==> src/rtl/avg_pool_3d_bwd_if.sv <==
// Stream interface for avg_pool_3d_bwd: pooled-gradient input side,
// scaled-gradient output side with window offsets, and the busy flag.
interface avg_pool_3d_bwd_if #(
    parameter int unsigned DATA_W = 32,
    parameter int unsigned KD     = 2,
    parameter int unsigned KH     = 2,
    parameter int unsigned KW     = 2
) ();
    localparam int unsigned IW_D = (KD > 1) ? $clog2(KD) : 1;
    localparam int unsigned IW_H = (KH > 1) ? $clog2(KH) : 1;
    localparam int unsigned IW_W = (KW > 1) ? $clog2(KW) : 1;

    logic              in_valid;
    logic              in_ready;
    logic [DATA_W-1:0] in_data;
    logic              in_last;
    logic              out_valid;
    logic              out_ready;
    logic [DATA_W-1:0] out_data;
    logic [IW_D-1:0]   out_kd;
    logic [IW_H-1:0]   out_kh;
    logic [IW_W-1:0]   out_kw;
    logic              out_last;
    logic              busy;

    // Block-side view
    modport slave (
        input  in_valid, in_data, in_last, out_ready,
        output in_ready, out_valid, out_data, out_kd, out_kh, out_kw, out_last, busy
    );

    // Environment-side view
    modport master (
        output in_valid, in_data, in_last, out_ready,
        input  in_ready, out_valid, out_data, out_kd, out_kh, out_kw, out_last, busy
    );
endinterface

==> src/rtl/avg_pool_3d_bwd.sv <==
// Backward 3D average pooling: takes one pooled gradient, scales it by
// 1/(KD*KH*KW) in Q16.16 and replays it once per window element tagged
// with its (kd,kh,kw) offset, kw fastest.
// Optional build macro AVGPOOL3D_BWD_ROUND_EN selects round-half-up in the
// scaling step; without it the result truncates toward minus infinity.
module avg_pool_3d_bwd #(
    parameter int unsigned DATA_W = 32,
    parameter int unsigned KD     = 2,
    parameter int unsigned KH     = 2,
    parameter int unsigned KW     = 2
) (
    input  logic                clk,
    input  logic                rst,
    avg_pool_3d_bwd_if.slave    bus
);
    localparam int unsigned N       = KD * KH * KW;
    localparam int unsigned RECIP_I = (65536 + N / 2) / N;
    localparam logic [16:0] RECIP   = 17'(RECIP_I);
    localparam int unsigned IW_D    = (KD > 1) ? $clog2(KD) : 1;
    localparam int unsigned IW_H    = (KH > 1) ? $clog2(KH) : 1;
    localparam int unsigned IW_W    = (KW > 1) ? $clog2(KW) : 1;
    localparam int unsigned PW      = DATA_W + 18;

    localparam logic [IW_D-1:0] KD_MAX = IW_D'(KD - 1);
    localparam logic [IW_H-1:0] KH_MAX = IW_H'(KH - 1);
    localparam logic [IW_W-1:0] KW_MAX = IW_W'(KW - 1);

    typedef enum logic [1:0] {
        S_IDLE  = 2'd0,
        S_SCALE = 2'd1,
        S_EMIT  = 2'd2
    } state_t;

    state_t                   r_state;
    state_t                   w_next;
    logic signed [DATA_W-1:0] r_hold;
    logic                     r_last_hold;
    logic [DATA_W-1:0]        r_scaled;
    logic [IW_D-1:0]          r_kd;
    logic [IW_H-1:0]          r_kh;
    logic [IW_W-1:0]          r_kw;

    logic                     w_in_ready;
    logic                     w_accept;
    logic                     w_fire;
    logic                     w_kd_wrap;
    logic                     w_kh_wrap;
    logic                     w_kw_wrap;
    logic                     w_final;
    logic signed [PW-1:0]     w_prod;
    logic signed [PW-1:0]     w_prod_rnd;

    // Handshake qualifiers and window-position decode
    assign w_in_ready = (r_state == S_IDLE) && !rst;
    assign w_accept   = bus.in_valid && w_in_ready;
    assign w_fire     = (r_state == S_EMIT) && bus.out_ready;
    assign w_kd_wrap  = (r_kd == KD_MAX);
    assign w_kh_wrap  = (r_kh == KH_MAX);
    assign w_kw_wrap  = (r_kw == KW_MAX);
    assign w_final    = w_kd_wrap && w_kh_wrap && w_kw_wrap;

    // Full-precision signed product of the held gradient and the Q1.16 reciprocal
    assign w_prod = PW'(r_hold) * PW'($signed({1'b0, RECIP}));

`ifdef AVGPOOL3D_BWD_ROUND_EN
    assign w_prod_rnd = w_prod + PW'(32'sd32768);
`else
    assign w_prod_rnd = w_prod;
`endif

    // State register
    always_ff @(posedge clk or posedge rst) begin
        if (rst) begin
            r_state <= S_IDLE;
        end else begin
            r_state <= w_next;
        end
    end

    // Next-state logic: accept, scale one cycle, then emit N beats
    always_comb begin
        w_next = r_state;
        case (r_state)
            S_IDLE: begin
                if (w_accept) begin
                    w_next = S_SCALE;
                end
            end
            S_SCALE: begin
                w_next = S_EMIT;
            end
            S_EMIT: begin
                if (w_fire && w_final) begin
                    w_next = S_IDLE;
                end
            end
            default: begin
                w_next = S_IDLE;
            end
        endcase
    end

    // Input hold registers, captured on the accept edge
    always_ff @(posedge clk or posedge rst) begin
        if (rst) begin
            r_hold      <= '0;
            r_last_hold <= 1'b0;
        end else if (w_accept) begin
            r_hold      <= $signed(bus.in_data);
            r_last_hold <= bus.in_last;
        end
    end

    // Scaled gradient, registered once per window and held through EMIT
    always_ff @(posedge clk or posedge rst) begin
        if (rst) begin
            r_scaled <= '0;
        end else if (r_state == S_SCALE) begin
            r_scaled <= DATA_W'(w_prod_rnd >>> 16);
        end
    end

    // Window offset counters: cleared in SCALE, kw fastest, advance only on a taken beat
    always_ff @(posedge clk or posedge rst) begin
        if (rst) begin
            r_kd <= '0;
            r_kh <= '0;
            r_kw <= '0;
        end else if (r_state == S_SCALE) begin
            r_kd <= '0;
            r_kh <= '0;
            r_kw <= '0;
        end else if (w_fire) begin
            if (w_kw_wrap) begin
                r_kw <= '0;
                if (w_kh_wrap) begin
                    r_kh <= '0;
                    r_kd <= w_kd_wrap ? '0 : r_kd + IW_D'(1);
                end else begin
                    r_kh <= r_kh + IW_H'(1);
                end
            end else begin
                r_kw <= r_kw + IW_W'(1);
            end
        end
    end

    // Output decode from registered state
    assign bus.in_ready  = w_in_ready;
    assign bus.out_valid = (r_state == S_EMIT);
    assign bus.busy      = (r_state != S_IDLE);
    assign bus.out_data  = r_scaled;
    assign bus.out_kd    = r_kd;
    assign bus.out_kh    = r_kh;
    assign bus.out_kw    = r_kw;
    assign bus.out_last  = (r_state == S_EMIT) && r_last_hold && w_final;

endmodule
==> src/flat_wrapper.sv <==
// flat-port wrapper written by rule: the top's interface ports become plain ports
module avg_pool_3d_bwd_flat 
#(
    parameter int unsigned DATA_W = 32,
    parameter int unsigned KD     = 2,
    parameter int unsigned KH     = 2,
    parameter int unsigned KW     = 2
)
  (clk, rst, bus_in_valid, bus_in_data, bus_in_last, bus_out_ready, bus_in_ready, bus_out_valid, bus_out_data, bus_out_kd, bus_out_kh, bus_out_kw, bus_out_last, bus_busy);
  avg_pool_3d_bwd_if #(.DATA_W(DATA_W), .KD(KD), .KH(KH), .KW(KW)) bus_i ();
  input  logic clk;
  input  logic rst;
  input wire logic [$bits(bus_i.in_valid)-1:0] bus_in_valid;
  input wire logic [$bits(bus_i.in_data)-1:0] bus_in_data;
  input wire logic [$bits(bus_i.in_last)-1:0] bus_in_last;
  input wire logic [$bits(bus_i.out_ready)-1:0] bus_out_ready;
  output wire logic [$bits(bus_i.in_ready)-1:0] bus_in_ready;
  output wire logic [$bits(bus_i.out_valid)-1:0] bus_out_valid;
  output wire logic [$bits(bus_i.out_data)-1:0] bus_out_data;
  output wire logic [$bits(bus_i.out_kd)-1:0] bus_out_kd;
  output wire logic [$bits(bus_i.out_kh)-1:0] bus_out_kh;
  output wire logic [$bits(bus_i.out_kw)-1:0] bus_out_kw;
  output wire logic [$bits(bus_i.out_last)-1:0] bus_out_last;
  output wire logic [$bits(bus_i.busy)-1:0] bus_busy;
  assign bus_i.in_valid = bus_in_valid;
  assign bus_i.in_data = bus_in_data;
  assign bus_i.in_last = bus_in_last;
  assign bus_i.out_ready = bus_out_ready;
  assign bus_in_ready = bus_i.in_ready;
  assign bus_out_valid = bus_i.out_valid;
  assign bus_out_data = bus_i.out_data;
  assign bus_out_kd = bus_i.out_kd;
  assign bus_out_kh = bus_i.out_kh;
  assign bus_out_kw = bus_i.out_kw;
  assign bus_out_last = bus_i.out_last;
  assign bus_busy = bus_i.busy;
  avg_pool_3d_bwd #(.DATA_W(DATA_W), .KD(KD), .KH(KH), .KW(KW)) u_core (.clk(clk), .rst(rst), .bus(bus_i));
endmodule
==> config.mk <==
export PLATFORM = sky130hd
export DESIGN_NAME = avg_pool_3d_bwd_flat
export DESIGN_NICKNAME = d
export VERILOG_FILES = /design/src/rtl/avg_pool_3d_bwd_if.sv /design/src/rtl/avg_pool_3d_bwd.sv /design/src/flat_wrapper.sv
export SDC_FILE = /design/constraint.sdc
export NUM_CORES = 1
export LEC_CHECK = 0
export ABC_AREA = 1
export CORE_MARGIN = 2
export CORE_UTILIZATION = 42
export DETAILED_ROUTE_END_ITERATION = 12
export GPL_TIMING_DRIVEN = 1
export PLACE_DENSITY = 0.75
export RECOVER_POWER = 25
export SLEW_MARGIN = 20
export SYNTH_ARGS = -nofsm -noshare
export SYNTH_HDL_FRONTEND = slang
export SYNTH_SLANG_ARGS = --single-unit
==> constraint.sdc <==
create_clock -name clk -period 2 [get_ports clk]
set_input_delay 0.4 -clock clk [delete_from_list [all_inputs] [get_ports clk]]
set_output_delay 0.4 -clock clk [all_outputs]
set_load 0.005 [all_outputs]
==> metrics.log <==
[metrics] TritonCTS clock tree: done
[metrics] Total Power Consumption: 5.05 mW
[metrics] number of clock buffers inserted by TritonCTS: 9
[metrics] headroom to the max-slew limit: 44.5%
[metrics] wire length per cell after detailed routing: 12.4 um
[metrics] register bit count reported by yosys: 64
[metrics] Avg Cell Area, Syn: 9.01 um^2
[metrics] Bufs on Longest Clock Path: 2
[metrics] Syn Std Cell Area: 2550 um^2
[metrics] Register-to-Register Setup Slack: 0.33 ns
[metrics] sort of element at the start of the critical path: flop
[metrics] portion of the clock cycle consumed by the worst path in the final layout: 95.4%
[metrics] setup repair after global routing missed its margin: false
[metrics] worst setup slack before clock tree synthesis: 0.110 ns
[metrics] net switching power of the design: 1.59 mW
[metrics] switching part of the total: 31.5%
[metrics] half-perimeter wire length after placement: 3.37 mm
[metrics] combinational share of power: 34.4%
[metrics] count of warnings emitted by yosys: 0
[metrics] routed via count divided by cell count: 4.62
[metrics] maximum level of the CTS H-tree: 3
[metrics] share of power burned in registers: 43.4%
[metrics] placeable core region: 5890 um^2
[metrics] DRC violation count after routing: 0
[metrics] worst r2r path cells: 6
[metrics] sink of the worst hold path: u_core.bus.out_data[12]
[metrics] starting utilization of the core area: 43.3%
[metrics] number of fill cells in the layout: 541
[metrics] total overflow reported by the global router: 0
[metrics] P&R area growth vs syn: 38.4%
[metrics] Tightest Hold Check Type: flop to flop
[metrics] initial detailed-routing violation count: 82
[metrics] count of standard-cell rows: 28
[metrics] number of clock sinks: 64
[metrics] internal power: 3.46 mW
[metrics] wire length on met2: 2.73 mm
[metrics] post-synthesis cell count: 283
[metrics] clock share of power: 22.2%
[metrics] Die Footprint: 6710 um^2
[metrics] share of the core filled with cells in the final layout: 60.0%
[metrics] Worst Skew: 0.00786 ns
[metrics] result of the run: completed
[metrics] die boundary height: 81.9 um
[metrics] final count of hold timing violations: 0
[metrics] placer congestion estimate: 0.760
[metrics] Setup crit end kind: output pin
[metrics] setup TNS after final layout: 0 ns
[metrics] power density over the cells: 1430 nW/um^2
[metrics] iteration count of the initial detailed-routing pass: 4
[metrics] number of nets in the layout: 393
[metrics] count of pins on the block boundary: 76
[metrics] largest net degree at the start of global routing: 65
[metrics] total number of vias: 2016
[metrics] Antenna Cells: 0
[metrics] final max-slew violation count: 0
[metrics] post-route worst setup slack: 0.0910 ns
[metrics] number of distinct library cell variants in the gate-level netlist after synthesis: 16
[metrics] highest clock rate: 524 MHz
[metrics] die span in x: 81.9 um
[metrics] number of antenna violations at the first check in global routing: 0
[metrics] clock period minus final worst setup slack: 1.91 ns
[metrics] topmost layer with routed signal wires: met4
[metrics] critical register-to-register path endpoint: u_core.bus.out_data[21]
[metrics] crit path from: u_core.r_state[0]
[metrics] Routed met3 length: 232 um
[metrics] sequential share of the synthesized area: 62.8%
[metrics] static leakage: 1.78 nW
[metrics] arrival time of data at the critical path endpoint: 1.51 ns
[metrics] total track usage: 18.4%
[metrics] Post-CTS Hold Fix Bufs: 0
[metrics] actual slew at the worst max-slew pin: 0.833 ns
[metrics] Setup CP Type: flop to output pin
[metrics] crit-path max FO: 4
[metrics] Root Buffer: sky130_fd_sc_hd__clkbuf_8
[metrics] share of layout cells above drive strength 1: 8.59%
[metrics] routed wire length: 5.42 mm
[metrics] Min-Delay Startpoint: u_core.bus.out_data[12]
[metrics] most used cells in the layout excluding fill and tap cells: sky130_fd_sc_hd__nand2_1 (135), sky130_fd_sc_hd__clkdlybuf4s50_1 (69), sky130_fd_sc_hd__dfrtp_1 (63)
[metrics] worst hold margin: 0.471 ns
[metrics] # Max-Cap Violations: 0
[metrics] # setup viols final: 0
[metrics] syn_nets: 320
[metrics] worst-skew pair later-pin latency: 0.33 ns
[metrics] number of nets with antenna violations after detailed routing: 0
[metrics] metal1 wirelength: 2.35 mm
[metrics] global-route wire length before repair: 9.09 mm
[metrics] FF-to-FF Start: u_core.r_state[1]
[metrics] clock-pin slew reported for the worst setup and hold paths after clock tree synthesis: 0.07 ns
[metrics] number of I/O port buffers: 72
[metrics] number of global-route vias before repair: 2041
[metrics] Max VDD drop: 617 uV
[metrics] most common cell after layout, fill and taps aside: sky130_fd_sc_hd__nand2_1
[metrics] data required time of the critical path: 1.60 ns
[metrics] cell count of the worst hold path: 2
==> stage by stage <==
step / cells / area, um^2
2_1_floorplan: 283 / 2560
3_3_place_gp: 417 / 3290
4_1_cts: 435 / 3520
6_report: 436 / 3530
3_5_place_dp: 417 / 3290
5_1_grt: 436 / 3530
==> state kept, by name, summed over array words and instances, names as in the netlist <==
signal	flops
u_core.r_hold	29
u_core.r_last_hold	1
u_core.bus.out_kw	1
u_core.bus.out_data	29
u_core.bus.out_kh	1
u_core.bus.out_kd	1
u_core.r_state	2
==> routing by layer <==
metal  track usage (%)  vias to the layer above
met5                 0                        -
met4              10.2                        0
met3              3.74                        9
met2              31.8                       48
met1              21.4                      938
li1                  -                     1021
==> power groups by stage <==
stage	Combinational, mW	Sequential (mW)	Clock [mW]
2_1_floorplan	0.835	2.18	0
3_3_place_gp	1.65	2.19	0
3_5_place_dp	1.71	2.21	0
4_1_cts	1.75	2.20	1.14
5_1_grt	1.99	2.26	1.19
6_report	1.74	2.19	1.12
==> kinds of logic after synthesis <==
family | after synthesis | share of synthesized area [%]
compound gates | 17 | 3.33
buf+inv | 32 | 6.77
flops | 64 | 62.8
simple gates | 170 | 27.1
==> synthesized netlist by cell type, drive strengths merged <==
master | instances | share of area [%]
o21ai | 16 | 3.1
a21oi | 1 | 0.20
clkbuf | 6 | 0.88
and2 | 1 | 0.25
dfrtp | 64 | 63
buf | 12 | 3.8
nand3 | 29 | 5.9
nand2 | 136 | 20
inv | 14 | 2.1
nor2 | 4 | 0.88
==> what timing repair did <==
item / in CTS / in global routing
setup buffers: 2 / 1
endpoints found under the hold margin: 0 / 0
setup endpoints to repair: 1 / 3
cloned: 0 / 0
pin swaps: 1 / 1
resized for setup: 1 / 3
==> critical path: stages (launching register included) <==
cell	delay (ns)
sky130_fd_sc_hd__dfrtp_2	0.44
sky130_fd_sc_hd__nor2_2	0.14
sky130_fd_sc_hd__buf_4	0.12
sky130_fd_sc_hd__clkdlybuf4s50_1	0.49
==> final cells by class <==
cell class | count | area (um^2) | share of cell area (%)
sequential | 64 | 1600 | 45.4
multi-input combinational | 187 | 787 | 22.3
timing repair buffer | 80 | 786 | 22.3
clock buffer | 11 | 151 | 4.29
tap | 75 | 93.8 | 2.66
clock inverter | 5 | 55.1 | 1.56
inverter | 14 | 53.8 | 1.52
==> worst max-delay path by stage <==
stage,slack (ns),end,cells past startpoint
final,0.09,bus_out_valid,3
after global placement,0.12,bus_in_ready,3
after detailed placement,0.11,bus_in_ready,3
after CTS,0.0007,bus_out_last,5
after floorplan,-0.15,u_core.r_hold[10],7
after global routing,0.01,bus_out_valid,4
(Power assumes the default switching activity.)
